## src/rtl/decoder_8bit_pulse_pkg.sv

```systemverilog
// Shared types and constants for the 3-to-8 pulse decoder.
package decoder_pkg;

    localparam int unsigned CODE_W   = 3;
    localparam int unsigned ONEHOT_W = 8;

    // 2'b11 is unused and falls back to IDLE.
    typedef enum logic [1:0] {
        IDLE = 2'b00,
        HOLD = 2'b01,
        GAP  = 2'b10
    } state_e;

endpackage

```

## src/rtl/decoder_8bit_pulse_if.sv

```systemverilog
// Code/strobe bundle between a code source (master) and the pulse decoder (slave).
// History ports exist only when DEC_HISTORY_EN is defined.
interface decoder_8bit_pulse_if;
    import decoder_pkg::*;

    logic [CODE_W-1:0]   in;
    logic                valid;
    logic                ready;
    logic [ONEHOT_W-1:0] out;
    logic                active;
    logic                done;
`ifdef DEC_HISTORY_EN
    logic                hist_clr;
    logic [ONEHOT_W-1:0] hist;

    modport master (output in, valid, hist_clr, input ready, out, active, done, hist);
    modport slave  (input in, valid, hist_clr, output ready, out, active, done, hist);
`else
    modport master (output in, valid, input ready, out, active, done);
    modport slave  (input in, valid, output ready, out, active, done);
`endif

endinterface

```

## src/rtl/decoder_8bit_pulse_onehot.sv

```systemverilog
// Purely combinational 3-bit code to 8-bit one-hot conversion.
module onehot_3to8
    import decoder_pkg::*;
(
    input  logic [CODE_W-1:0]   code,
    output logic [ONEHOT_W-1:0] onehot_c
);

    always_comb begin
        onehot_c = ONEHOT_W'(1) << code;
    end

endmodule

```

## src/rtl/decoder_8bit_pulse.sv

```systemverilog
// Sequential 3-to-8 decoder: each accepted code becomes a HOLD_CYCLES one-hot pulse plus a zero gap cycle.
// Optional sticky history of decoded lines is enabled with DEC_HISTORY_EN.
module decoder_8bit_pulse
    import decoder_pkg::*;
#(
    parameter int unsigned HOLD_CYCLES = 4,
    parameter int unsigned CNT_W       = 8
) (
    input  logic                 clk,
    input  logic                 rst_n,
    decoder_8bit_pulse_if.slave  bus
);

    state_e              state_q, state_d;
    logic [CNT_W-1:0]    cnt_q, cnt_d;
    logic [ONEHOT_W-1:0] out_q, out_d;
    logic                active_q, active_d;
    logic                done_q, done_d;
    logic                ready_q, ready_d;
    logic [ONEHOT_W-1:0] onehot_c;
    logic                accept_c;

    onehot_3to8 u_onehot (
        .code     (bus.in),
        .onehot_c (onehot_c)
    );

    assign accept_c = bus.valid & ready_q;

    always_ff @(posedge clk or negedge rst_n) begin
        if (!rst_n) begin
            state_q  <= IDLE;
            cnt_q    <= '0;
            out_q    <= '0;
            active_q <= 1'b0;
            done_q   <= 1'b0;
            ready_q  <= 1'b1;
        end else begin
            state_q  <= state_d;
            cnt_q    <= cnt_d;
            out_q    <= out_d;
            active_q <= active_d;
            done_q   <= done_d;
            ready_q  <= ready_d;
        end
    end

    // Next-state and registered-output values; done is a one-cycle flag into GAP.
    always_comb begin
        state_d  = state_q;
        cnt_d    = cnt_q;
        out_d    = out_q;
        active_d = active_q;
        done_d   = 1'b0;

        case (state_q)
            IDLE: begin
                out_d    = '0;
                active_d = 1'b0;
                if (accept_c) begin
                    cnt_d    = CNT_W'(HOLD_CYCLES - 1);
                    out_d    = onehot_c;
                    active_d = 1'b1;
                    state_d  = HOLD;
                end
            end
            HOLD: begin
                if (cnt_q != '0) begin
                    cnt_d = cnt_q - CNT_W'(1);
                end else begin
                    out_d    = '0;
                    active_d = 1'b0;
                    done_d   = 1'b1;
                    state_d  = GAP;
                end
            end
            GAP: begin
                out_d    = '0;
                active_d = 1'b0;
                state_d  = IDLE;
            end
            default: begin
                cnt_d    = '0;
                out_d    = '0;
                active_d = 1'b0;
                state_d  = IDLE;
            end
        endcase

        ready_d = (state_d == IDLE);
    end

    assign bus.out    = out_q;
    assign bus.active = active_q;
    assign bus.done   = done_q;
    assign bus.ready  = ready_q;

`ifdef DEC_HISTORY_EN
    logic [ONEHOT_W-1:0] hist_q, hist_d;

    // Clear drops old bits first so a coinciding accept leaves only the new line.
    always_comb begin
        hist_d = hist_q;
        if (bus.hist_clr) begin
            hist_d = '0;
        end
        if (accept_c) begin
            hist_d = hist_d | onehot_c;
        end
    end

    always_ff @(posedge clk or negedge rst_n) begin
        if (!rst_n) begin
            hist_q <= '0;
        end else begin
            hist_q <= hist_d;
        end
    end

    assign bus.hist = hist_q;
`endif

endmodule

```

## src/flat_wrapper.sv

```systemverilog
// flat-port wrapper written by rule: the top's interface ports become plain ports
module decoder_8bit_pulse_flat import decoder_pkg::*;
#(
    parameter int unsigned HOLD_CYCLES = 4,
    parameter int unsigned CNT_W       = 8
)
  (clk, rst_n, bus_in, bus_valid, bus_ready, bus_out, bus_active, bus_done);
  decoder_8bit_pulse_if bus_i ();
  input  logic clk;
  input  logic rst_n;
  input wire logic [$bits(bus_i.in)-1:0] bus_in;
  input wire logic [$bits(bus_i.valid)-1:0] bus_valid;
  output wire logic [$bits(bus_i.ready)-1:0] bus_ready;
  output wire logic [$bits(bus_i.out)-1:0] bus_out;
  output wire logic [$bits(bus_i.active)-1:0] bus_active;
  output wire logic [$bits(bus_i.done)-1:0] bus_done;
  assign bus_i.in = bus_in;
  assign bus_i.valid = bus_valid;
  assign bus_ready = bus_i.ready;
  assign bus_out = bus_i.out;
  assign bus_active = bus_i.active;
  assign bus_done = bus_i.done;
  decoder_8bit_pulse #(.HOLD_CYCLES(HOLD_CYCLES), .CNT_W(CNT_W)) u_core (.clk(clk), .rst_n(rst_n), .bus(bus_i));
endmodule
```

## config.mk

```make
export PLATFORM = sky130hd
export DESIGN_NAME = decoder_8bit_pulse_flat
export DESIGN_NICKNAME = d
export VERILOG_FILES = /design/src/rtl/decoder_8bit_pulse_pkg.sv /design/src/rtl/decoder_8bit_pulse_if.sv /design/src/rtl/decoder_8bit_pulse_onehot.sv /design/src/rtl/decoder_8bit_pulse.sv /design/src/flat_wrapper.sv
export SDC_FILE = /design/constraint.sdc
export NUM_CORES = 1
export LEC_CHECK = 0
export ABC_AREA = 0
export CORE_ASPECT_RATIO = 0.6
export CORE_MARGIN = 2
export CORE_UTILIZATION = 40
export CTS_BUF_LIST = sky130_fd_sc_hd__clkbuf_4
export DETAILED_ROUTE_END_ITERATION = 7
export GPL_TIMING_DRIVEN = 1
export PLACE_DENSITY_LB_ADDON = 0.25
export SLEW_MARGIN = 40
export SYNTH_ARGS = -nofsm -noshare
export SYNTH_HDL_FRONTEND = slang
export SYNTH_HIERARCHICAL = 1
export SYNTH_SLANG_ARGS = --single-unit
```

## constraint.sdc

```tcl
create_clock -name clk -period 2.6 [get_ports clk]
set_clock_uncertainty 0.2 [all_clocks]
set_input_delay 0.39 -clock clk [delete_from_list [all_inputs] [get_ports clk]]
set_output_delay 0.39 -clock clk [all_outputs]
set_load 0.01 [all_outputs]
```

# --- After elaboration in Yosys (flattened, before gate mapping) ---
# Cells that the tools add are included.
word_totals:
  wordCells: 33
  input_bits: 6
  reg_bits: 21
op_classes:
  n_addsub: 1
  n_bitwise: 2
  n_shift: 1
  reduce_logical: 4
  n_eq_ne: 5
  mux: 14
op_table:
  columns: ["operator", "count"]
  rows:
  - ["$mux 8", 4]
  - ["$pmux 8 s3", 1]
  - ["$pmux 8 s2", 1]
  - ["$reduce_bool 8->1", 1]
  - ["$shl 1x3->8 const A", 1]
  - ["$sub 8x1->8 const B", 1]
  - ["$logic_not 2->1", 2]
  - ["$mux 1", 4]
  - ["$mux 2", 2]
  - ["$ne 2x1->1 const B", 2]
  - ["$pmux 2 s2", 1]
  - ["$reduce_and 3->1", 1]
  - ["$eq 2x1->1 const B", 1]
  - ["$eq 2x2->1 const B", 1]
  - ["$ne 2x2->1 const B", 1]
  - ["$pmux 1 s2", 1]
  - ["$and 1x1->1", 1]
  - ["$not 1->1", 1]

# --- Logic depth before layout (Yosys ltp) ---
# Gate-level depths: netlist of the first run.
depth:
  word_depth: 4
  depth_mapped: 5
  mapped_depth_nobuf: 5

# --- Hierarchy ---
# The synthesis of the first run kept the hierarchy.
by_module_without_submodules:
  columns: ["module", "n_inst", "cells_each", "area_each_um2"]
  rows:
  - ["decoder_8bit_pulse", 1, 88, 1007.2]
  - ["onehot_3to8", 1, 8, 65.1]

# --- Least setup slack after synthesis of the first run ---
# No wires, ideal clock.
synth_timing:
  path_kind: "reg2reg"
  start: "reg u_core.cnt_q[4]"
  end: "reg u_core.cnt_q[7]"
  stages_incl_launch_ff: 5
  setup_ps: 78
  arrival_time_ps: 1678
  setup_slack_ps: 644
  n_path_buf: 1
  path_cell_list: "dfrtp_1 -> or4_1 -> buf_2 -> or4b_1 -> a21oi_1"
synth_via:
  elab_chain_len: 3
  elab_cells_between_ends: 6
  cone_classes: "add/sub (1); eq/ne (1); mux (2); reduce/logical (2)"
synth_rtl:
  columns: ["element", "line", "source"]
  rows:
  - ["start: declaration", "decoder_8bit_pulse.sv:15", "logic [CNT_W-1:0] cnt_q, cnt_d;"]
  - ["start signal: assignment", "decoder_8bit_pulse.sv:40", "cnt_q <= cnt_d;"]
  - ["$sub 8x1->8 or $reduce_bool 8->1 (tied branches)", "decoder_8bit_pulse.sv:69, decoder_8bit_pulse.sv:68", null]
  - ["$mux 8 or $ne 2x1->1 (tied branches)", null, null]
  - ["$pmux 8 s3 or $reduce_and 3->1 (tied branches)", null, null]
# Several ways; a longest one is shown, not always the timed one. The select of a mux whose other input is x is not followed.
# A chain may end at the register's enable or synchronous reset.

# --- Worst setup path after layout of the first run ---
layout_timing:
  start: "reg u_core.cnt_q[4]"
  end: "reg u_core.cnt_q[1]"
layout_via:
  elab_chain_len: 3
layout_rtl:
  columns: ["element", "line", "source"]
  rows:
  - ["$reduce_bool 8->1", "decoder_8bit_pulse.sv:68", "if (cnt_q != '0) begin"]
  - ["$ne 2x1->1 (no line)", null, null]
  - ["$reduce_and 3->1 (no line)", null, null]
# No other way between the ends.

==> PnR_summary.wiki, run 1 <==
{| class="wikitable"
! Metric !! Value
|-
| Status || complete, no violations
|-
| Final Slew Violations || 0
|-
| Setup repair after global routing missed its margin || false
|-
| Via count || a little over 800
|-
| Antenna violations before repair || 0
|-
| Final clock period utilization by the worst path || about 80%
|-
| Maximum resistive drop on vdd || around 0.00052 V
|-
| Gr ovfl total || 0
|-
| Final layout net count || between 100 and 150
|-
| Number of instances resized during post-cts repair || 0
|-
| Count of buffers added by post-CTS timing repair for setup || 0
|-
| Clock tree from TritonCTS || done
|-
| Endpoint class of the critical path || register
|-
| Number of rows created at floorplan || 14
|-
| Clock slew at reported path FFs || between 0.1 and 0.15 ns
|-
| Total global routing track utilization || approximately 16%
|-
| Die width || around 70 um
|-
| Cts hold-fix bufs || 0
|-
| Post-synth ARST share || 100%
|-
| Reg-to-reg slack, setup || between 0.5 and 0.6 ns
|-
| Share of the synthesized area in compound gates (AO/OA/AOI/OAI) || 18.6%
|-
| Count of flip-flops with a built-in enable after synthesis || 0
|-
| Worst-case clock buffer depth || 2
|-
| CTS Sinks || 21
|-
| Most used standard cell by instance count after synthesis || sky130_fd_sc_hd__dfrtp_1
|-
| Share of cell area taken by muxes after synthesis || 2.80%
|-
| Kind of start point of the critical path || register
|-
| Worst slew pin tran || ~0.73 ns
|-
| RR Startpoint || u_core/cnt_q[4]$_DFFE_PN0P_
|-
| Peak Freq || 0.481 GHz
|-
| Worst endpoint data arrival time || around 2.1 ns
|-
| Synthesized-area fraction occupied by adder cells || roughly 2.3%
|-
| Tot Pwr || 1.26 mW
|-
| Total clock buffers created by CTS || 3
|-
| Worst-Skew Late Latency || ~0.30 ns
|-
| DR vias/cell || ~5.6
|-
| Post-detailed-route wirelength per cell || approximately 15 um
|-
| Post-synthesis xor/xnor area fraction || 0%
|-
| Routed WL || between 2 and 2.5 mm
|-
| Antenna viol nets, final || 0
|-
| Detailed-router iteration count before antenna repair || 4
|-
| Mean area per synthesized cell || about 11 um^2
|-
| Total negative slack || 0 ns
|-
| Worst hold slack after final layout || 0.190 ns
|-
| Shortest clock period the worst path allows after layout || between 2 and 2.5 ns
|-
| Dominant combinational cell family by area after synthesis || simple AND/OR/NAND/NOR gates
|-
| HPWL after DPL || 1.61 mm
|-
| # DRC || 0
|-
| Post-synthesis cell count || between 90 and 100
|-
| Initial core utilization || between 40 and 50%
|-
| Total area of multi-input combinational cells || 510 um^2
|-
| Filler instances || around 230
|-
| Areal power density over the cells || 970 nW/um^2
|-
| Area growth from synthesis to layout || 21.0%
|-
| Number of endpoints failing setup at the final stage || 0
|-
| Die span in y || ~44 um
|-
| Distinct cell type count after synthesis || 38
|-
| Worst-path maximum fanout || 10
|-
| Flip-flop and latch count after synthesis || 21
|-
| Ranking of synthesized cells by instance count || 20 x sky130_fd_sc_hd__dfrtp_1, 8 x sky130_fd_sc_hd__a22o_1, 5 x sky130_fd_sc_hd__a21oi_1
|-
| Diode count || 0
|-
| Core Box Area || 2520 um^2
|-
| Share of final-layout standard cells stronger than drive strength 1 || between 10% and 20%
|-
| Post-synthesis net count || between 100 and 150
|-
| Area of the mapped netlist || approximately 1100 um^2
|-
| Max-Slew Margin vs Limit || 51.1%
|-
| Port Buf Inserts || 16
|-
| Sequential-to-total area share from yosys stat || approximately half
|-
| Largest net degree at the start of global routing || 13
|-
| Most common flop cell mapped by yosys || sky130_fd_sc_hd__dfrtp_1
|-
| Final Hold Vio Count || 0
|-
| Biggest area consumer among synthesized cells || sky130_fd_sc_hd__dfrtp_1
|-
| Top-level I/O count || 17
|-
| Register Area || between 500 and 600 um^2
|-
| Area share of and/or/nand/nor cells after synthesis || 23.9%
|-
| Wire length of the first global-routing pass || 3.77 mm
|-
| H-tree Lvls || 1
|-
| Via count of the first global-routing pass || slightly below 800
|-
| Critical Path Start || u_core/cnt_q[4]$_DFFE_PN0P_
|-
| Data required time of the critical path || between 2 and 3 ns
|-
| Die outline area || about 3100 um^2
|-
| Critical path type || reg -> reg
|-
| Cells taking the most area after synthesis || sky130_fd_sc_hd__dfrtp_1 47%, sky130_fd_sc_hd__a22o_1 6.5%, sky130_fd_sc_hd__and3b_2 2.8%
|-
| DRC marker count from the first detailed-route iteration || between 50 and 60
|-
| Root buf cell || sky130_fd_sc_hd__clkbuf_4
|-
| Static leakage || 0.568 nW
|-
| Hold WC Path Type || in -> async
|-
| Area share of the largest cell type after synthesis || about 47%
|-
| Synth warn || 6
|-
| GP Congestion || roughly 0.79
|-
| Maximum capacitance violations || 0
|}
kinds of logic (layout without fill, tap and decap cells):
group / Yosys count / in the layout
AO/OA/AOI/OAI: 26 / 26
buffers and inverters: 9 / 26
AND/OR/NAND/NOR: 35 / 35
adder cells (fa/ha/maj): 2 / 2
flip-flops: 21 / 21
multiplexers: 3 / 3
state kept, by name, summed over array words and instances (netlist names):
| signal | count |
|---|---|
| u_core/state_q | 2 |
| u_core/bus.done | 1 |
| u_core/cnt_q | 8 |
| u_core/bus.active | 1 |
| u_core/bus.out | 8 |
| u_core/bus.ready | 1 |
cells in the final DEF, fill, tap and decap left out, types with 2 or more instances in the layout:
cell type | synthesis | layout
sky130_fd_sc_hd__and3b_2 | 3 | 3
sky130_fd_sc_hd__a211oi_1 | 2 | 2
sky130_fd_sc_hd__nor2_1 | 2 | 2
sky130_fd_sc_hd__nor3b_1 | 3 | 3
sky130_fd_sc_hd__buf_4 | 0 | 2
sky130_fd_sc_hd__inv_1 | 4 | 4
sky130_fd_sc_hd__o21ai_1 | 2 | 2
sky130_fd_sc_hd__nand2_1 | 3 | 3
sky130_fd_sc_hd__dfrtp_1 | 20 | 20
sky130_fd_sc_hd__mux2i_1 | 3 | 3
sky130_fd_sc_hd__or4_1 | 3 | 3
sky130_fd_sc_hd__nand3_1 | 3 | 3
sky130_fd_sc_hd__ha_1 | 2 | 2
sky130_fd_sc_hd__nor3_1 | 3 | 3
sky130_fd_sc_hd__a22o_1 | 8 | 8
sky130_fd_sc_hd__clkbuf_4 | 0 | 4
sky130_fd_sc_hd__clkdlybuf4s50_1 | 0 | 16
sky130_fd_sc_hd__or4b_1 | 2 | 2
sky130_fd_sc_hd__o31ai_1 | 2 | 2
sky130_fd_sc_hd__a21oi_1 | 5 | 5
sky130_fd_sc_hd__nand3b_1 | 3 | 3
worst max-delay path, stage by stage, from the launching register on:
cell and delay, ns:
sky130_fd_sc_hd__dfrtp_1 0.44, sky130_fd_sc_hd__nor4_2 0.56, sky130_fd_sc_hd__a311oi_2 0.36, sky130_fd_sc_hd__a221o_1 0.42
stage by stage:
stage,std cells,cell area [um^2],worst slack [ns],util (%)
global route,145,1300,0.417,51.4
CTS,145,1300,0.532,51.4
floorplan,96,1070,0.644,-
finish,145,1300,0.519,51.4
detailed placement,141,1270,0.532,50.2
global placement,141,1270,0.608,50.2
report_power, final:
part           internal [mW]  switching, mW  total [mW]
sequential             0.426          0.108       0.533
combinational          0.260          0.303       0.563
clock                 0.0702         0.0923       0.163
metal layers:
layer | global-route usage (%) | wire, um | up-vias
met4 | 4.53 | 18 | 0
met3 | 5.47 | 91 | 2
met1 | 23.9 | 1150 | 393
met2 | 21.9 | 888 | 18
met5 | 0 | 0 | -
li1 | - | - | 405
worst paths after layout:
kind / to / depth (start not counted)
min: u_core/state_q[0]$_DFF_PN0_ / 1
max: u_core/cnt_q[1]$_DFFE_PN0P_ / 3
min reg2reg: u_core/bus.active$_DFFE_PN0P_ / 1
max reg2reg: u_core/cnt_q[1]$_DFFE_PN0P_ / 3
min in group clk: u_core/bus.active$_DFFE_PN0P_ / 1
max in group asynchronous: u_core/cnt_q[2]$_DFFE_PN0P_ / 2
area by class of cell:
cell class                 count  area share, %
sequential                    21           40.6
inverter                       4           1.16
timing repair buffer          18           13.5
tap                           32           3.09
multi-input combinational     66           39.3
clock buffer                   4           2.31
Note: power is estimated with default switching activity, not from simulation.
==> run 2: changes to the inputs <==
clock period = 1.72 ns   (was 2.6 ns; I/O delays follow)
==> PnR_summary.wiki, run 2 (synthesis gave the netlist of run 1 again) <==
{| class="wikitable"
! Metric !! Value
|-
| Status || finished with violations (was complete, no violations)
|-
| Failing checks || setup timing
|-
| Slowest cell on the critical path || sky130_fd_sc_hd__or4_4 (was sky130_fd_sc_hd__nor4_2)
|-
| Die span in y || 44.1 um (unchanged)
|-
| Cell Count, Final, Fillers Out || 167 (was 145)
|-
| Port Buf Inserts || 16 (unchanged)
|-
| Routed WL || 2.73 mm (was 2.15 mm)
|-
| Static leakage || 0.852 nW (was 0.568 nW)
|-
| Detailed-router iteration count before antenna repair || 4 (unchanged)
|-
| Via count of the first global-routing pass || 838 (was 775)
|-
| Worst slew pin tran || 0.325 ns (was 0.733 ns)
|-
| Worst-case clock buffer depth || 2 (unchanged)
|-
| DP Cell Count || 158 (was 141)
|-
| Clock tree from TritonCTS || done (unchanged)
|-
| Final setup margin || -0.140 ns (was 0.519 ns)
|-
| Share of final-layout standard cells stronger than drive strength 1 || 43.7% (was 13.3%)
|-
| Final layout net count || 144 (was 122)
|-
| Worst hold slack after final layout || 0.0754 ns (was 0.190 ns)
|-
| Number of endpoints failing setup at the final stage || 5 (was 0)
|-
| H-tree Lvls || 1 (unchanged)
|-
| Largest net degree at the start of global routing || 22 (was 13)
|-
| Cts hold-fix bufs || 0 (unchanged)
|-
| # DRC || 0 (unchanged)
|-
| Filler instances || 202 (was 232)
|-
| Highest-count cells in the layout ignoring fill and taps || 19 x sky130_fd_sc_hd__dfrtp_1, 18 x sky130_fd_sc_hd__buf_4, 8 x sky130_fd_sc_hd__dlymetal6s2s_1, 8 x sky130_fd_sc_hd__a22o_1, 7 x sky130_fd_sc_hd__clkdlybuf4s50_1 (was 20 x sky130_fd_sc_hd__dfrtp_1, 16 x sky130_fd_sc_hd__clkdlybuf4s50_1, 8 x sky130_fd_sc_hd__a22o_1)
|-
| Shortest clock period the worst path allows after layout || 1.86 ns (was 2.08 ns)
|-
| Number of rows created at floorplan || 14 (unchanged)
|-
| Core Box Area || 2520 um^2 (unchanged)
|-
| Data required time of the critical path || 1.77 ns (was 2.60 ns)
|-
| Diode count || 0 (unchanged)
|-
| Die outline area || 3120 um^2 (unchanged)
|-
| GP Congestion || 0.816 (was 0.794)
|-
| Commonest non-fill, non-tap cell in the layout || sky130_fd_sc_hd__dfrtp_1 (unchanged)
|-
| Placement Cell Area || 1410 um^2 (was 1270 um^2)
|-
| HPWL after DPL || 1.86 mm (was 1.61 mm)
|-
| Setup repair after global routing missed its margin || true (was false)
|-
| Worst-path maximum fanout || 3 (was 10)
|-
| Worst stage delay on the critical path || 0.55 ns (was 0.56 ns)
|-
| Post-detailed-route wirelength per cell || 16.3 um (was 14.8 um)
|-
| Total global routing track utilization || 17.7% (was 16.0%)
|-
| Endpoint class of the critical path || register (unchanged)
|-
| Gr ovfl total || 0 (unchanged)
|-
| Peak Freq || 0.538 GHz (was 0.481 GHz)
|-
| Total clock buffers created by CTS || 3 (unchanged)
|-
| Max-Slew Margin vs Limit || 78.3% (was 51.1%)
|-
| Final Slew Violations || 0 (unchanged)
|-
| Final Hold Vio Count || 0 (unchanged)
|-
| Hold WC Path Type || in -> async (unchanged)
|-
| Antenna violations before repair || 0 (unchanged)
|-
| CTS Sinks || 21 (unchanged)
|-
| Crit path cell chain || or4_4 -> or4b_4 -> a21oi_2 (was nor4_2 -> a311oi_2 -> a221o_1)
|-
| Clock slew at reported path FFs || 0.12 ns (was 0.11 ns)
|-
| DR vias/cell || 5.68 (was 5.64)
|-
| Root buf cell || sky130_fd_sc_hd__clkbuf_4 (unchanged)
|-
| Final clock period utilization by the worst path || 108% (was 80.0%)
|-
| Areal power density over the cells || 1630 nW/um^2 (was 970 nW/um^2)
|-
| Wire length of the first global-routing pass || 4.18 mm (was 3.77 mm)
|-
| Initial core utilization || 42.5% (unchanged)
|-
| Maximum capacitance violations || 0 (unchanged)
|-
| Die width || 70.8 um (unchanged)
|-
| Worst endpoint data arrival time || 1.91 ns (was 2.08 ns)
|-
| Top-level I/O count || 17 (unchanged)
|-
| Via count || 948 (was 818)
|-
| Post-route cell area || 1650 um^2 (was 1300 um^2)
|-
| Area growth from synthesis to layout || 53.9% (was 21.0%)
|-
| Maximum resistive drop on vdd || 0.000724 V (was 0.000519 V)
|-
| Critical path type || reg -> reg (unchanged)
|-
| DRC marker count from the first detailed-route iteration || 42 (was 55)
|-
| Antenna viol nets, final || 0 (unchanged)
|-
| Kind of start point of the critical path || register (unchanged)
|-
| Post-route core utilization || 65.4% (was 51.4%)
|-
| Worst-Skew Late Latency || 0.31 ns (was 0.30 ns)
|}
==> run 2: path summary, 6_finish.rpt <==
| kind | slack [ns] | start | cells past startpoint | end |
|---|---|---|---|---|
| worst max-delay path | -0.14 | u_core/cnt_q[3]$_DFFE_PN0P_ | 3 | u_core/cnt_q[7]$_DFFE_PN0P_ |
| worst min-delay path | 0.08 | rst_n | 2 | u_core/cnt_q[2]$_DFFE_PN0P_ |
| worst max register to register | -0.14 | u_core/cnt_q[3]$_DFFE_PN0P_ | 3 | u_core/cnt_q[7]$_DFFE_PN0P_ |
| worst min register to register | 0.29 | u_core/bus.active$_DFFE_PN0P_ | 1 | u_core/bus.active$_DFFE_PN0P_ |
| max in group asynchronous | 1.01 | rst_n | 2 | u_core/bus.ready$_DFF_PN1_ |
| min in group clk | 0.29 | u_core/bus.active$_DFFE_PN0P_ | 1 | u_core/bus.active$_DFFE_PN0P_ |
==> run 2: worst max-delay path, delay by kind of cell (launching register included) <==
kind | cells | cell delay [ns]
AO/OA/AOI/OAI | 1 | 0.12
flip-flops | 1 | 0.41
AND/OR/NAND/NOR | 2 | 1.08
==> run 2: layer usage <==
| layer | track usage (%) | vias up | share of wire (%) |
|---|---|---|---|
| met5 | 0 | - | 0 |
| li1 | - | 442 | - |
| met3 | 5.69 | 0 | 5.1 |
| met1 | 26.2 | 479 | 48 |
| met4 | 3.40 | 0 | 0 |
| met2 | 25.8 | 27 | 47 |
==> run 2: cell type report <==
| cell class | instances | area [um^2] | share of cell area [%] |
|---|---|---|---|
| clock buffer | 4 | 30.0 | 1.82 |
| tap | 32 | 40.0 | 2.43 |
| timing repair buffer | 40 | 390 | 23.7 |
| sequential | 21 | 528 | 32.0 |
| inverter | 4 | 15.0 | 0.910 |
| multi-input combinational | 66 | 647 | 39.2 |
==> run 2: report_power, final <==
group	switching, mW	internal [mW]
registers	0.139	0.645
clock network	0.147	0.106
logic	0.799	0.858
==> run 2: per-stage QoR <==
| stage | power (mW) | TNS [ns] | setup slack [ns] |
|---|---|---|---|
| 2_1_floorplan | 1.43 | -0.451 | -0.209 |
| 3_3_place_gp | 1.91 | -0.345 | -0.0936 |
| 3_5_place_dp | 1.94 | -0.567 | -0.137 |
| 4_1_cts | 2.40 | -0.338 | -0.138 |
| 5_1_grt | 2.86 | -0.705 | -0.190 |
| 6_report | 2.69 | -0.303 | -0.140 |
==> run 2: timing repair <==
action,CTS,global route
pin swaps,8,6
gates resized for setup,15,28
setup buffers,2,3
setup endpoints to repair,17,26
==> run 3: changes to the inputs <==
REMOVE_ABC_BUFFERS = 1   (was default)
==> PnR_summary.wiki, run 3 (synthesis gave the netlist of run 1 again) <==
{| class="wikitable"
! Metric !! Value
|-
| Status || finished with violations (unchanged)
|-
| Failing checks || setup timing (unchanged)
|-
| Number of endpoints failing setup at the final stage || 13 (was 5)
|-
| Top cell family by delay on the critical path || simple AND/OR/NAND/NOR gates (unchanged)
|-
| Peak Freq || 0.542 GHz (was 0.538 GHz)
|-
| Highest-count cells in the layout ignoring fill and taps || 20 x sky130_fd_sc_hd__dfrtp_1, 20 x sky130_fd_sc_hd__buf_4, 8 x sky130_fd_sc_hd__a22o_1 (was 19 x sky130_fd_sc_hd__dfrtp_1, 18 x sky130_fd_sc_hd__buf_4, 8 x sky130_fd_sc_hd__dlymetal6s2s_1, 8 x sky130_fd_sc_hd__a22o_1, 7 x sky130_fd_sc_hd__clkdlybuf4s50_1)
|-
| Gr ovfl total || 0 (unchanged)
|-
| Area growth from synthesis to layout || 49.7% (was 53.9%)
|-
| Max-Slew Margin vs Limit || 65.5% (was 78.3%)
|-
| Worst setup timing slack at the placement stage || -0.164 ns (was -0.137 ns)
|-
| Cts hold-fix bufs || 0 (unchanged)
|-
| Hold WC Path Type || in -> async (unchanged)
|-
| Diode count || 0 (unchanged)
|-
| Die outline area || 3120 um^2 (unchanged)
|-
| Top-level I/O count || 17 (unchanged)
|-
| Core Box Area || 2520 um^2 (unchanged)
|-
| Port Buf Inserts || 16 (unchanged)
|-
| Data required time of the critical path || 1.76 ns (was 1.77 ns)
|-
| Cell Count, Final, Fillers Out || 167 (unchanged)
|-
| Via count of the first global-routing pass || 892 (was 838)
|-
| DP Cell Count || 159 (was 158)
|-
| Share of final-layout standard cells stronger than drive strength 1 || 39.3% (was 43.7%)
|-
| Critical path type || reg -> reg (unchanged)
|-
| Worst-Skew Late Latency || 0.31 ns (about the same)
|-
| Endpoint class of the critical path || register (unchanged)
|-
| Final Hold Vio Count || 0 (unchanged)
|-
| Kind of start point of the critical path || register (unchanged)
|-
| Worst-path maximum fanout || 3 (unchanged)
|-
| DR vias/cell || 5.54 (was 5.68)
|-
| Areal power density over the cells || 1610 nW/um^2 (was 1630 nW/um^2)
|-
| Maximum resistive drop on vdd || 0.000821 V (was 0.000724 V)
|-
| Final setup margin || -0.125 ns (was -0.140 ns)
|-
| Die width || 70.8 um (unchanged)
|-
| DRC marker count from the first detailed-route iteration || 64 (was 42)
|-
| Clock slew at reported path FFs || 0.12 ns (about the same)
|-
| Post-detailed-route wirelength per cell || 15.8 um (was 16.3 um)
|-
| Clock tree from TritonCTS || done (unchanged)
|-
| Maximum capacitance violations || 0 (unchanged)
|-
| Worst slew pin tran || 0.516 ns (was 0.325 ns)
|-
| Via count || 926 (was 948)
|-
| Total clock buffers created by CTS || 3 (unchanged)
|-
| # DRC || 0 (unchanged)
|-
| CTS Sinks || 21 (unchanged)
|-
| Root buf cell || sky130_fd_sc_hd__clkbuf_4 (unchanged)
|-
| HPWL after DPL || 1.80 mm (was 1.86 mm)
|-
| Largest net degree at the start of global routing || 22 (unchanged)
|-
| Crit path cell chain || or4_4 -> or4b_1 -> a21oi_1 (was or4_4 -> or4b_4 -> a21oi_2)
|-
| Number of rows created at floorplan || 14 (unchanged)
|-
| Worst-case clock buffer depth || 2 (unchanged)
|-
| Slowest cell on the critical path || sky130_fd_sc_hd__or4_4 (unchanged)
|-
| Worst stage delay on the critical path || 0.54 ns (was 0.55 ns)
|-
| Total negative slack || -0.515 ns (was -0.303 ns)
|-
| Total global routing track utilization || 18.4% (was 17.7%)
|-
| Antenna viol nets, final || 0 (unchanged)
|-
| Setup repair after global routing missed its margin || true (unchanged)
|-
| Routed WL || 2.64 mm (was 2.73 mm)
|-
| GP Congestion || 0.742 (was 0.816)
|-
| Tot Pwr || 2.59 mW (was 2.69 mW)
|-
| H-tree Lvls || 1 (unchanged)
|-
| Final layout net count || 144 (unchanged)
|-
| Worst path bufs/invs || 0 (unchanged)
|-
| Antenna violations before repair || 0 (unchanged)
|-
| Shortest clock period the worst path allows after layout || 1.85 ns (was 1.86 ns)
|-
| Wire length of the first global-routing pass || 4.31 mm (was 4.18 mm)
|-
| Static leakage || 0.832 nW (was 0.852 nW)
|-
| Final clock period utilization by the worst path || 107% (was 108%)
|-
| Die span in y || 44.1 um (unchanged)
|-
| Final Slew Violations || 0 (unchanged)
|-
| Worst endpoint data arrival time || 1.89 ns (was 1.91 ns)
|-
| Detailed-router iteration count before antenna repair || 4 (unchanged)
|-
| Initial core utilization || 42.5% (unchanged)
|}
## run 3: where the power goes
part,internal (mW),total (mW),switching (mW)
logic,0.807,1.58,0.772
registers,0.644,0.763,0.119
clock network,0.0869,0.246,0.159
## run 3: worst paths after layout
kind	from	end	slack, ns	cells past startpoint
worst max-delay path	u_core/cnt_q[4]$_DFFE_PN0P_	u_core/cnt_q[7]$_DFFE_PN0P_	-0.13	3
worst min-delay path	rst_n	u_core/bus.out[4]$_DFFE_PN0P_	0.06	2
worst max register to register	u_core/cnt_q[4]$_DFFE_PN0P_	u_core/cnt_q[7]$_DFFE_PN0P_	-0.13	3
worst min register to register	u_core/bus.active$_DFFE_PN0P_	u_core/bus.active$_DFFE_PN0P_	0.29	1
max in group asynchronous	rst_n	u_core/bus.ready$_DFF_PN1_	0.98	2
min in group clk	u_core/bus.active$_DFFE_PN0P_	u_core/bus.active$_DFFE_PN0P_	0.29	1
## run 3: what timing repair did
item,CTS,global route
endpoints found under the setup margin,20,26
pin swaps,8,2
buffers inserted,2,2
gates resized for setup,17,18
## run 3: worst register-to-register path: cells and delay by family (launching register included)
kind | cells | cell delay [ns]
AO/OA/AOI/OAI | 1 | 0.13
flip-flops | 1 | 0.40
AND/OR/NAND/NOR | 2 | 1.05
## run 3: through the flow
stage	hold slack [ns]	instance area, um^2	utilization [%]
after floorplan	-0.238	1050	-
after global placement	0.268	1400	55.6
after detailed placement	0.271	1400	55.6
after CTS	0.0667	1510	59.9
after global routing	0.0965	1610	63.6
final	0.0646	1610	63.6
## run 3: area by class of cell
| type | count | area (um^2) |
|---|---|---|
| tap | 32 | 40.0 |
| fill | 200 | 917 |
| timing repair buffer | 40 | 370 |
| clock buffer | 3 | 22.5 |
| inverter | 4 | 15.0 |
| clock inverter | 1 | 5.00 |
| sequential | 21 | 527 |
| multi-input combinational | 66 | 626 |
## run 3: routing by layer
metal	track usage [%]	vias up	part of all wire, %
met4	4.53	0	0
met5	0	-	0
met2	25.6	20	43
li1	-	451	-
met3	4.78	0	3.5
met1	28.5	455	53
